File: config.mk
export PLATFORM = sky130hd
export DESIGN_NAME = vstride_port_arbiter
export DESIGN_NICKNAME = d
export VERILOG_FILES = /design/src/rtl/vstride_port_arbiter_pkg.sv /design/src/rtl/vstride_rr_pick.sv /design/src/rtl/vstride_port_arbiter.sv
export SDC_FILE = /design/constraint.sdc
export NUM_CORES = 1
export LEC_CHECK = 0
export CORE_ASPECT_RATIO = 0.7
export CORE_UTILIZATION = 16
export CTS_BUF_LIST = sky130_fd_sc_hd__clkbuf_16
export DETAILED_ROUTE_END_ITERATION = 6
export PLACE_DENSITY = 0.79
export SYNTH_ARGS = -nofsm -noshare
export SYNTH_HDL_FRONTEND = slang
export SYNTH_SLANG_ARGS = --single-unit
File: constraint.sdc
create_clock -name clk -period 1.1 [get_ports clk]
set_clock_uncertainty 0.1 [all_clocks]
set_input_delay 0.22 -clock clk [delete_from_list [all_inputs] [get_ports clk]]
set_output_delay 0.22 -clock clk [all_outputs]
set_load 0.02 [all_outputs]
File: src/rtl/vstride_port_arbiter_pkg.sv
// Shared stride-file constants and the round-robin one-hot pick helper.
package vstride_port_arbiter_pkg;
  localparam int VS_WIDTH       = 32;
  localparam int VS_NUMREGS     = 8;
  localparam int VS_LOG2NUMREGS = 3;
  localparam int VS_MAXREQ      = 16;
  localparam int VS_MAXREQ_W    = 4;

  // First valid requester at or after ptr, wrapping modulo n (n <= VS_MAXREQ).
  function automatic logic [VS_MAXREQ-1:0] rr_onehot(
    input logic [VS_MAXREQ-1:0] valid,
    input int unsigned          ptr,
    input int unsigned          n
  );
    logic [VS_MAXREQ-1:0]   g;
    logic                   found;
    logic [VS_MAXREQ_W-1:0] idx;
    g     = '0;
    found = 1'b0;
    for (int unsigned i = 0; i < VS_MAXREQ; i++) begin
      idx = VS_MAXREQ_W'((ptr + i) % n);
      if (i < n && !found && valid[idx]) begin
        g[idx] = 1'b1;
        found  = 1'b1;
      end
    end
    return g;
  endfunction
endpackage

File: src/rtl/vstride_rr_pick.sv
// Combinational rotate-priority-unrotate pick: one-hot grant from req_valid and rr_ptr.
module vstride_rr_pick
  import vstride_port_arbiter_pkg::*;
#(
  parameter int NUMREQ     = 2,
  parameter int LOG2NUMREQ = 1
) (
  input  logic [NUMREQ-1:0]     req_valid,
  input  logic [LOG2NUMREQ-1:0] rr_ptr,
  output logic [NUMREQ-1:0]     grant
);
  assign grant = NUMREQ'(rr_onehot(VS_MAXREQ'(req_valid), 32'(rr_ptr), NUMREQ));
endmodule

File: src/rtl/vstride_port_arbiter.sv
// Round-robin share of the stride-file read port plus scalar write pass-through.
// Optional same-cycle write forwarding when VSTRIDE_BYPASS_EN is defined.
module vstride_port_arbiter
  import vstride_port_arbiter_pkg::*;
#(
  parameter int WIDTH       = VS_WIDTH,
  parameter int NUMREGS     = VS_NUMREGS,
  parameter int LOG2NUMREGS = VS_LOG2NUMREGS,
  parameter int NUMREQ      = 2,
  parameter int LOG2NUMREQ  = 1
) (
  input  logic                          clk,
  input  logic                          resetn,
  input  logic                          stall,
  input  logic [NUMREQ-1:0]             req_valid,
  input  logic [NUMREQ*LOG2NUMREGS-1:0] req_reg,
  output logic [NUMREQ-1:0]             req_ready,
  output logic [NUMREQ-1:0]             rsp_valid,
  output logic [WIDTH-1:0]              rsp_data,
  input  logic                          wr_en,
  input  logic [LOG2NUMREGS-1:0]        wr_reg,
  input  logic [WIDTH-1:0]              wr_data,
  output logic [LOG2NUMREGS-1:0]        rf_a_reg,
  output logic                          rf_a_en,
  input  logic [WIDTH-1:0]              rf_a_readdataout,
  output logic [LOG2NUMREGS-1:0]        rf_c_reg,
  output logic [WIDTH-1:0]              rf_c_writedatain,
  output logic                          rf_c_we
);
  logic [LOG2NUMREQ-1:0]  r_rr_ptr;
  logic [NUMREQ-1:0]      r_rsp_id;
  logic [NUMREQ-1:0]      w_pick;
  logic [LOG2NUMREQ-1:0]  w_win;
  logic [LOG2NUMREGS-1:0] w_rd_reg;
  logic                   w_grant;

  assign rf_c_reg         = wr_reg;
  assign rf_c_writedatain = wr_data;
  assign rf_c_we          = wr_en;

  vstride_rr_pick #(.NUMREQ(NUMREQ), .LOG2NUMREQ(LOG2NUMREQ)) u_pick (
    .req_valid (req_valid),
    .rr_ptr    (r_rr_ptr),
    .grant     (w_pick)
  );

  // Reset is folded in so no grant leaks out while the block is held in reset.
  assign req_ready = (resetn && !stall) ? w_pick : '0;
  assign w_grant   = |req_ready;
  assign rf_a_en   = w_grant;
  assign rf_a_reg  = w_rd_reg;

  always_comb begin
    w_win    = '0;
    w_rd_reg = '0;
    for (int i = 0; i < NUMREQ; i++) begin
      if (req_ready[i]) begin
        w_win    = LOG2NUMREQ'(i);
        w_rd_reg = req_reg[i*LOG2NUMREGS +: LOG2NUMREGS];
      end
    end
  end

  always_ff @(posedge clk or negedge resetn) begin
    if (!resetn) begin
      r_rr_ptr <= '0;
      r_rsp_id <= '0;
    end else begin
      r_rsp_id <= req_ready;
      if (w_grant)
        r_rr_ptr <= (w_win == LOG2NUMREQ'(NUMREQ-1)) ? '0 : w_win + 1'b1;
    end
  end

  assign rsp_valid = r_rsp_id;

`ifdef VSTRIDE_BYPASS_EN
  logic             r_byp_vld;
  logic [WIDTH-1:0] r_byp_data;
  logic             w_collide;

  // The file returns stale data on a same-cycle read/write to one index.
  assign w_collide = w_grant && wr_en && (wr_reg == w_rd_reg);

  always_ff @(posedge clk or negedge resetn) begin
    if (!resetn) begin
      r_byp_vld  <= 1'b0;
      r_byp_data <= '0;
    end else begin
      r_byp_vld <= w_collide;
      if (w_collide) r_byp_data <= wr_data;
    end
  end

  assign rsp_data = !(|r_rsp_id) ? '0 : (r_byp_vld ? r_byp_data : rf_a_readdataout);
`else
  assign rsp_data = (|r_rsp_id) ? rf_a_readdataout : '0;
`endif
endmodule

==> results.toml, run 1 <==
[outcome]
status = "finished with violations"
violations = "negative setup slack"

[floorplanning]
core-area_sq_um = 4040
io_pins = 155
die-area_sq_um = 4630
die_width_um = 80.9
initial_utilization_pct = 17.2
die_h_um = 57.2
num_rows = 19

[drt]
route.met2.wl_mm = 1.51
wl_met1_mm = 1.03
drt-wirelength-per-cell_um = 14.3
drtAntennaViolNets = 0
vias = 821
firstDrtPassIters = 3
routed_via_density = 3.93
drt-initial-drc-count = 5
dr.max_layer_used = "met4"
drc = 0
totalWireLength_mm = 2.98
dr_wl_met3_um = 411

[place]
dp_slack_ps = -966
place.port_buffers = 82
hpwlAfterDp_mm = 1.85
gp_congestion = 0.658

[synthesis]
synth_cell_types = 14
syn-instance-count = 94
synth_area_sq_um = 697
avgSynthCellArea_sq_um = 7.41
synth-seq-cells = 3
syn-num-nets = 173
yosys_warnings = 0
ys_seq_area_share_pct = 10.8

[sta]
fmax_mhz = 629
finalSetupViolCount = 39
slew_violations = 0
hold_ws_ps = 297
final.min_clock_period_ps = 1590
hold_violations = 0
rsz0062_at_grt = "true"
fin_crit_sh_pct = 145
finalWorstSetupSlack_ps = -491
slew-limit-headroom_pct = 87.9
worst_pin_slew_ps = 182

[clock_tree]
clk_pin_slew_worst_paths_ps = 30
clk_latency_ps = 220
cts_root_buf = "clkbuf_16"
tritoncts = "done"
htree_levels = 1
cts_buffers = 3
clk_path_buf_depth = 2
clock_sinks = 3

[worst_setup_path]
endpoint_kind = "primary output"
arrival_ps = 1270
cp_data_required_time_ps = 780
r2r_cells = 3
cp-start-kind = "register"
r2r_slack_ps = 20
r2r_start = "r_rr_ptr"
critPathMaxFanout = 7
r2r-end = "rsp_valid[0]"
worstSetupPathType = "reg2out"

[pwr]
pwr-share-clk_pct = 37.9
p_comb_share_pct = 53.0
switching_share_pct = 29.8
p_per_area_nw_per_um2 = 818
p_sw_uw = 459
power_frac_seq_pct = 9.1
peakVddDrop_mv = 0.582
power_leakage_nw = 0.868
p_int_mw = 1.08

[global_routing]
grt_overflow = 0
antenna_found_initial = 0
grt_pass1_wl_mm = 4.08
grt_pass1_vias = 856
grt_max_degree = 8
grt.total_usage_pct = 11.9

[min_path]
holdPathStages = 4
hp-start = "stall"
min_to = "rsp_valid[1]"
hold_path_class = "in2reg"

[final_layout]
n_antenna_cell = 0
nFillCells = 348
areaGrowthSynthToFinish_pct = 170
nets = 237
fin_util_pct = 46.6
final_layout_size_suffix_gt1_share_pct = 70.7

[flow_run]
max_cap_viol_count = 0
-- final cells by class --
| class | count | area (sq um) | area share (%) |
|---|---|---|---|
| well taps | 52 | 65.1 | 3.46 |
| multi-input cells | 49 | 599 | 31.8 |
| flip-flops and latches | 3 | 77.6 | 4.12 |
| repair buffers | 100 | 1060 | 56.2 |
| clock inverters | 1 | 3.75 | 0.199 |
| clock buffers | 3 | 75.1 | 3.99 |
| inverters | 1 | 3.75 | 0.199 |
-- critical path, stage by stage (launching register included) --
cell	delay, ps
dfrtp_2	420
nor2_4	150
buf_6	140
buf_12	140
nor2b_1	50
buf_2	150
-- layout by cell type, fill, tap and decap left out --
master           netlist  layout
buf_6                  1      39
dfrtp_1                3       1
inv_1                  1       2
dfrtp_2                0       2
buf_16                 0       2
dlygate4sd3_1          0       1
nor2_4                 0       4
clkbuf_16              0       3
nand2_4                0       1
buf_4                 40       5
a21boi_4               0       1
nor2b_4                0      27
buf_12                 0       4
nor2_2                 1       3
clkdlybuf4s50_1        0      38
clkbuf_2               0       1
o21ai_0                1       1
nor2b_1               33       2
o21ai_1                1       1
nand2b_4               1       2
buf_2                  0      10
a32oi_2                0       3
nor2b_2                0       4
-- state kept, by name, indices dropped and copies added (netlist names) --
signal and flops:
rsp_valid 2, r_rr_ptr 1
-- synth_stat cells, drive strengths merged --
cell type,n,area (sq um)
buf,41,312
nor2b,33,206
nor2,7,28.8
a32oi,3,26.3
dfrtp,3,75.1
nand2b,2,20.0
o21ai,2,10.0
a21boi,1,11.3
inv,1,3.75
nand2,1,3.75
-- worst max path at each step --
stage | startpoint | end | slack (ps) | cells past startpoint
2_1_floorplan | rsp_valid[1] | rsp_data[13] | -100 | 3
3_5_place_dp | req_valid[0] | req_ready[1] | -970 | 6
4_1_cts | rsp_valid[0] | rsp_data[17] | -530 | 6
3_3_place_gp | req_valid[0] | req_ready[1] | -980 | 6
5_1_grt | rsp_valid[1] | rsp_data[10] | -530 | 5
6_report | rsp_valid[1] | rsp_data[10] | -490 | 5
-- power groups by stage --
stage	clock (mW)	sequential (mW)	combinational, mW
2_1_floorplan	0	0.139	0.476
3_3_place_gp	0	0.138	0.608
3_5_place_dp	0	0.138	0.613
4_1_cts	0.576	0.139	0.797
5_1_grt	0.594	0.141	0.856
6_report	0.584	0.140	0.815
-- what timing repair did --
action                                  4_1_cts  5_1_grt
pin swaps                                     3        3
endpoints found under the hold margin         3        0
endpoints found under the setup margin       42       41
cloned                                        3        0
gates resized for setup                     265       21
setup buffers                                 7        1
hold buffers                                  1        0
-- metrics by stage --
stage / TNS [ps] / power [mW] / cells / area, sq um
2_1_floorplan: -3280 / 0.615 / 94 / 828
3_3_place_gp: -26340 / 0.746 / 196 / 1480
3_5_place_dp: -26550 / 0.751 / 196 / 1480
4_1_cts: -17470 / 1.51 / 210 / 1850
5_1_grt: -18490 / 1.59 / 209 / 1880
6_report: -17080 / 1.54 / 209 / 1880
-- kinds of logic (layout without fill, tap and decap cells) --
family,count (synthesis),count (layout),synth area share [%]
AND/OR/NAND/NOR,43,43,37.2
buffers and inverters,42,105,45.2
AO/OA/AOI/OAI,6,6,6.82
flip-flops,3,3,10.8
-- layer usage --
| layer | up-vias | GRT usage (%) |
|---|---|---|
| li1 | 379 | - |
| met1 | 378 | 10.9 |
| met2 | 62 | 21.2 |
| met3 | 2 | 7.52 |
| met4 | 0 | 4.59 |
| met5 | - | 0 |
Power figures use the tool's default switching activity.
==> run 2, diff against run 1 <==
--- a/config.mk
+++ b/config.mk
@@ -6,6 +6,7 @@
 export NUM_CORES = 1
 export LEC_CHECK = 0
 export CORE_ASPECT_RATIO = 0.7
+export CORE_MARGIN = 2
 export CORE_UTILIZATION = 16
 export CTS_BUF_LIST = sky130_fd_sc_hd__clkbuf_16
 export DETAILED_ROUTE_END_ITERATION = 6
==> run 2 against run 1 <==
  * Clock-buffer cell count stayed put
  * Die area is 6.1% higher
  * Cell count is 0.96% higher
  * Worst setup slack worse by 16 ps
  * Critical endpoint is now rsp_data[7]
  * Largest power group unchanged
  * The flow still finishes with violations (negative setup slack)
  * Routed wire length is 6.7% lower
  * Register-to-register slack worse by 20 ps
  * Critical path depth stayed put
  * Fmax is 1.0% lower
  * Global-route usage is 2.0 points lower
  * First-iteration DRC count is 40% higher
  * Flip-flop and latch count stayed put
==> results.toml, run 2 (same netlist as run 1, synthesis figures left out) <==
[outcome]
status = "finished with violations"
violations = "negative setup slack"

[floorplanning]
io_pins = 155
die_h_um = 59.2
initial_utilization_pct = 16.4
die-area_sq_um = 4910
core-area_sq_um = 4250
die_width_um = 82.9
num_rows = 20

[sta]
hold_violations = 0
finalSetupTns_ps = -17230
finalSetupViolCount = 40
slew_violations = 0
hold_ws_ps = 241
slew-limit-headroom_pct = 86.2
fmax_mhz = 622
fin_crit_sh_pct = 146
final.min_clock_period_ps = 1610
finalWorstSetupSlack_ps = -507
rsz0062_at_grt = "true"
worst_pin_slew_ps = 207

[clock_tree]
clock_sinks = 3
cts_root_buf = "clkbuf_16"
htree_levels = 1
tritoncts = "done"
clk_pin_slew_worst_paths_ps = 30
clk_path_buf_depth = 2
clk_latency_ps = 220
cts_buffers = 3

[worst_setup_path]
endpoint_kind = "primary output"
r2r_slack_ps = 0
cp_data_required_time_ps = 780
worstSetupPathType = "reg2out"
cp-start-kind = "register"
r2r_cells = 3
arrival_ps = 1290
critPathMaxFanout = 5
r2r_start = "r_rr_ptr"
r2r-end = "rsp_valid[0]"

[global_routing]
antenna_found_initial = 0
grt_overflow = 0
grt_max_degree = 22
grt.total_usage_pct = 9.92
grt_pass1_vias = 764
grt_pass1_wl_mm = 3.85

[drt]
routed_via_density = 3.87
drt-initial-drc-count = 7
drc = 0
drtAntennaViolNets = 0
drt-wirelength-per-cell_um = 13.2
vias = 817
totalWireLength_mm = 2.78
firstDrtPassIters = 3

[place]
gp_congestion = 0.732
hpwlAfterDp_mm = 1.90
place.port_buffers = 82

[pwr]
p_int_mw = 1.06
switching_share_pct = 28.7
p_per_area_nw_per_um2 = 810
power_frac_seq_pct = 9.4
power_leakage_nw = 0.826
peakVddDrop_mv = 0.364
p_comb_share_pct = 52.8
p_sw_uw = 427
pwr-share-clk_pct = 37.8

[min_path]
holdPathStages = 3
min_to = "rsp_valid[1]"
hold_path_class = "in2reg"
hp-start = "req_valid[1]"

[final_layout]
final_common_cell = "buf_6"
final_layout_size_suffix_gt1_share_pct = 70.5
nets = 236
nFillCells = 387
n_antenna_cell = 0
largest_register_ffs = 2
final_cell_mix = "43 x buf_6, 38 x clkdlybuf4s50_1, 18 x nor2b_4, 13 x nor2b_2, 6 x clkbuf_16"
fin_util_pct = 43.1
areaGrowthSynthToFinish_pct = 163

[flow_run]
max_cap_viol_count = 0
run 2: changes by cell type in the layout (fill, tap and decap cells not counted), sizes merged:
cell	before	now
clkbuf	4	9
buf	60	54
run 2: what timing repair did:
item	CTS	global route
resized for setup	176	103
buffers inserted	2	3
hold buffers	1	0
endpoints found under the hold margin	3	0
endpoints found under the setup margin	42	41
gates cloned	0	4
pin swaps	2	5
run 2: worst max-delay path, stage by stage (launching register included):
cell	delay, ps
dfrtp_2	410
nor2_4	200
buf_6	150
clkbuf_16	140
nor2b_2	40
buf_6	120
run 2: layer usage:
layer	wire [um]	vias up	global-route usage, %
met3	256	2	4.87
met1	1040	375	11.5
met4	27	0	4.45
li1	-	377	-
met2	1450	63	15.8
met5	0	-	0
run 2: worst max path at each step:
stage | start | endpoint | slack [ps]
floorplan | rsp_valid[1] | rsp_data[13] | -100
detailed placement | req_valid[0] | rf_a_reg[0] | -1050
finish | rsp_valid[0] | rsp_data[7] | -510
CTS | rsp_valid[1] | rsp_data[10] | -580
global placement | req_valid[0] | req_ready[0] | -1000
global route | rsp_valid[0] | rsp_data[7] | -530
run 2: power by group through the flow:
stage / clock network [mW] / logic [mW] / registers, mW
floorplan: 0 / 0.476 / 0.139
global placement: 0 / 0.604 / 0.137
CTS: 0.567 / 0.622 / 0.140
global route: 0.579 / 0.823 / 0.141
finish: 0.563 / 0.785 / 0.139
detailed placement: 0 / 0.608 / 0.137
run 2: metrics by stage:
step / instances / instance area (sq um) / total power, mW / setup WS [ps]
2_1_floorplan: 94 / 828 / 0.615 / -103
3_3_place_gp: 198 / 1470 / 0.741 / -1000
3_5_place_dp: 198 / 1470 / 0.745 / -1050
4_1_cts: 205 / 1570 / 1.33 / -576
5_1_grt: 211 / 1840 / 1.54 / -535
6_report: 211 / 1840 / 1.49 / -507
run 2: cell type report:
type / instances / area, sq um / area share, %
clock buffers: 3 / 75.1 / 4.09
clock inverters: 1 / 3.75 / 0.204
well taps: 55 / 68.8 / 3.75
repair buffers: 99 / 1060 / 57.6
inverters: 1 / 3.75 / 0.204
flip-flops and latches: 3 / 77.6 / 4.23
multi-input cells: 49 / 549 / 29.9
==> run 3, diff against run 2 <==
--- a/config.mk
+++ b/config.mk
@@ -10,6 +10,7 @@
 export CORE_UTILIZATION = 16
 export CTS_BUF_LIST = sky130_fd_sc_hd__clkbuf_16
 export DETAILED_ROUTE_END_ITERATION = 6
+export GPL_ROUTABILITY_DRIVEN = 0
 export PLACE_DENSITY = 0.79
 export SYNTH_ARGS = -nofsm -noshare
 export SYNTH_HDL_FRONTEND = slang
==> results of run 3 <==
Same layout as run 2: the final DEF is identical, and so are final timing and power.
==> variant, RTL diff (settings of run 3) <==
Change the package constant `VS_LOG2NUMREGS` from 3 to 4.
--- a/src/rtl/vstride_port_arbiter_pkg.sv
+++ b/src/rtl/vstride_port_arbiter_pkg.sv
@@ -4,3 +4,3 @@
   localparam int VS_NUMREGS     = 8;
-  localparam int VS_LOG2NUMREGS = 3;
+  localparam int VS_LOG2NUMREGS = 4;
   localparam int VS_MAXREQ      = 16;
Ports: changed (resized req_reg, rf_a_reg, rf_c_reg and wr_reg); port bits go from 155 to 160. No check against the original RTL was run, so the function may have changed too.
==> variant against run 3 <==
The run still ends with setup timing left. Sequential cell count is the same. Die area grew 3.2%. Critical endpoint is now rsp_data[29]. Global-route usage shrank 1.4 points. Routed wire length shrank 14%. Largest cell class unchanged. Worst setup slack lost 78 ps. Worst hold slack gained 41 ps. Final area shrank 13%. First-iteration DRC count shrank 57%. Combinational power shrank 17%. Core utilization shrank 6.3 points. Fmax shrank 4.6%. Critical path depth is the same. Total power shrank 9.0%. Area after synthesis grew 3.4%.
==> variant: results (changes against run 3) <==
Parameter                              Value

Outcome
  Status ... finished with violations
  Failing checks ... setup timing

Global routing
  Antenna violations before repair ... 0 (unchanged)
  Maximum number of pins on one net before global-route repair ... 16 (-27%)
  Overall fraction of global-route tracks in use ... 0.0856 (-0.0137)
  Via count of the first global-routing pass ... 701 (-8.2%)
  Wire length of the first global-routing pass ... 3320 microns (-14%)

Yosys
  Syn. warnings ... 0 (unchanged)
  Commonest register cell after synthesis ... sky130_fd_sc_hd__dfrtp_1
  Synth cell types ... 16 (+2)
  Portion of the post-synthesis area used by sequential elements ... 0.104 (-0.00355)
  Ranking of synthesized cells by area ... sky130_fd_sc_hd__buf_4 (40%), sky130_fd_sc_hd__and2b_1 (26%), sky130_fd_sc_hd__dfrtp_1 (10%), sky130_fd_sc_hd__nor2b_1 (6.1%), sky130_fd_sc_hd__buf_6 (3.1%)
  Async S/R FF share, synth ... 1.00 (unchanged)
  Commonest cells post-synth ... sky130_fd_sc_hd__buf_4 (38), sky130_fd_sc_hd__and2b_1 (25), sky130_fd_sc_hd__nor2b_1 (7)
  Synthesized Nets ... 173 (unchanged)
  Mean Syn Cell Area ... 7.92 sq um (+6.8%)

Hold path
  Path category of the worst min-delay check ... in2reg
  Hold path start ... req_valid[1]

Final layout
  Flip-flop count of the largest register, all copies and words added ... 2 (unchanged)
  Proportion of layout cells with a drive suffix above 1 ... 0.490 (-0.215)
  Ant diodes ... 0 (unchanged)
  Final layout net count ... 232 (-1.7%)

Place
  Post-placement worst setup slack ... -1140 ps (-89.3 ps)
  Number of placed instances with taps included ... 194 (-2.0%)
  Number of I/O port buffers ... 85 (+3.7%)
  Instance area after placement ... 0.00142 sq mm (-3.3%)
  Half-perimeter wire length after detailed placement ... 1850 microns (-2.3%)

Clock tree
  Worst-Skew Late Latency ... 220 ps (about the same)
  Clk Tree Root Cell ... sky130_fd_sc_hd__clkbuf_16
  H-tree depth ... 1 (unchanged)
  Post-CTS repair timing setup buffer count ... 1 (-1)
  Post-cts hold buffer count ... 1 (unchanged)
  Total CTS buffers ... 3 (unchanged)
  Reg clk slew, reported paths ... 30 ps (about the same)
  Clock tree buffer depth ... 2 (unchanged)
  Number of instances resized during post-cts repair ... 194 (+10%)

Detailed routing
  Number of iterations in the first detailed-routing pass ... 3 (unchanged)
  Post-Route WL ... 2400 microns (-14%)
  Wire per inst ... 11.8 microns (-11%)
  DR iter-0 viols ... 3 (-4)
  Per-cell via count in the routed design ... 3.76 (-2.8%)

Setup path
  Critical path origin ... rsp_valid[0]
  Cell family with the largest share of critical-path delay ... flip-flops
  Worst-path fanout max ... 8 (+3)
  Slowest stage delay, CP ... 410 ps (about the same)
  Slowest stage cell on the critical path ... sky130_fd_sc_hd__dfrtp_2
  Worst endpoint data arrival time ... 1360 ps (+70 ps)
  Origin of the critical flop-to-flop path ... r_rr_ptr

Timing
  Final worst slack ... -585 ps (-77.6 ps)
  Tightest slew margin relative to the limit ... 0.885 (+0.0227)
  Final setup violation count ... 39 (-2.5%)

Pwr
  Leakage power summed over all cells ... 0.000825 uW (-0.20%)
  Worst supply voltage drop on vdd ... 0.400 mV (+10%)
-- variant: cell types whose count changed after synthesis, sizes merged, moves of 2 or more --
| cell | run 3 | this run |
|---|---|---|
| a32oi | 3 | 0 |
| and2b | 0 | 25 |
| and3 | 0 | 2 |
| o21ai | 2 | 0 |
| nor2b | 33 | 8 |
| clkbuf | 0 | 3 |
| a22o | 0 | 4 |
| nor2 | 7 | 1 |
-- variant: final timing paths --
path | endpoint | slack (ps) | depth (start not counted)
worst max-delay path | rsp_data[29] | -580 | 5
worst max register to register | rsp_valid[1] | 160 | 2
min in group asynchronous | rsp_valid[0] | 460 | 3
worst min register to register | r_rr_ptr | 520 | 2
max in group asynchronous | rsp_valid[1] | 330 | 3
worst min-delay path | r_rr_ptr | 280 | 2
-- variant: stage by stage --
stage	setup TNS [ps]	util
floorplan	-7930	-
global placement	-28830	0.328
detailed placement	-29450	0.328
CTS	-20160	0.337
global route	-21840	0.368
finish	-20120	0.368
-- variant: area by class of cell --
class / count / area [sq um]
clock buffers: 3 / 75.1
clock inverters: 1 / 3.75
fillers: 429 / 2740
multi-input cells: 45 / 392
flip-flops and latches: 3 / 77.6
well taps: 55 / 68.8
repair buffers: 97 / 977
-- variant: kinds of logic after synthesis --
family	count (synthesis)	share of synthesized area
AOI/OAI and AO/OA	6	0.0677
buffers and inverters	43	0.443
DFF	3	0.104
and+or+nand+nor	39	0.385
-- variant: metal layers --
metal | global-route usage | share of wire | vias to the layer above
met1 | 0.0840 | 0.37 | 338
met5 | 0.0303 | 0 | -
met4 | 0.0461 | 0.011 | 0
met2 | 0.130 | 0.46 | 66
met3 | 0.0649 | 0.16 | 2
li1 | - | - | 362
-- variant: report_power, final --
group,total [uW],switching [uW],internal [uW]
registers,137,12.4,124
logic,648,238,410
clock network,568,99.6,469
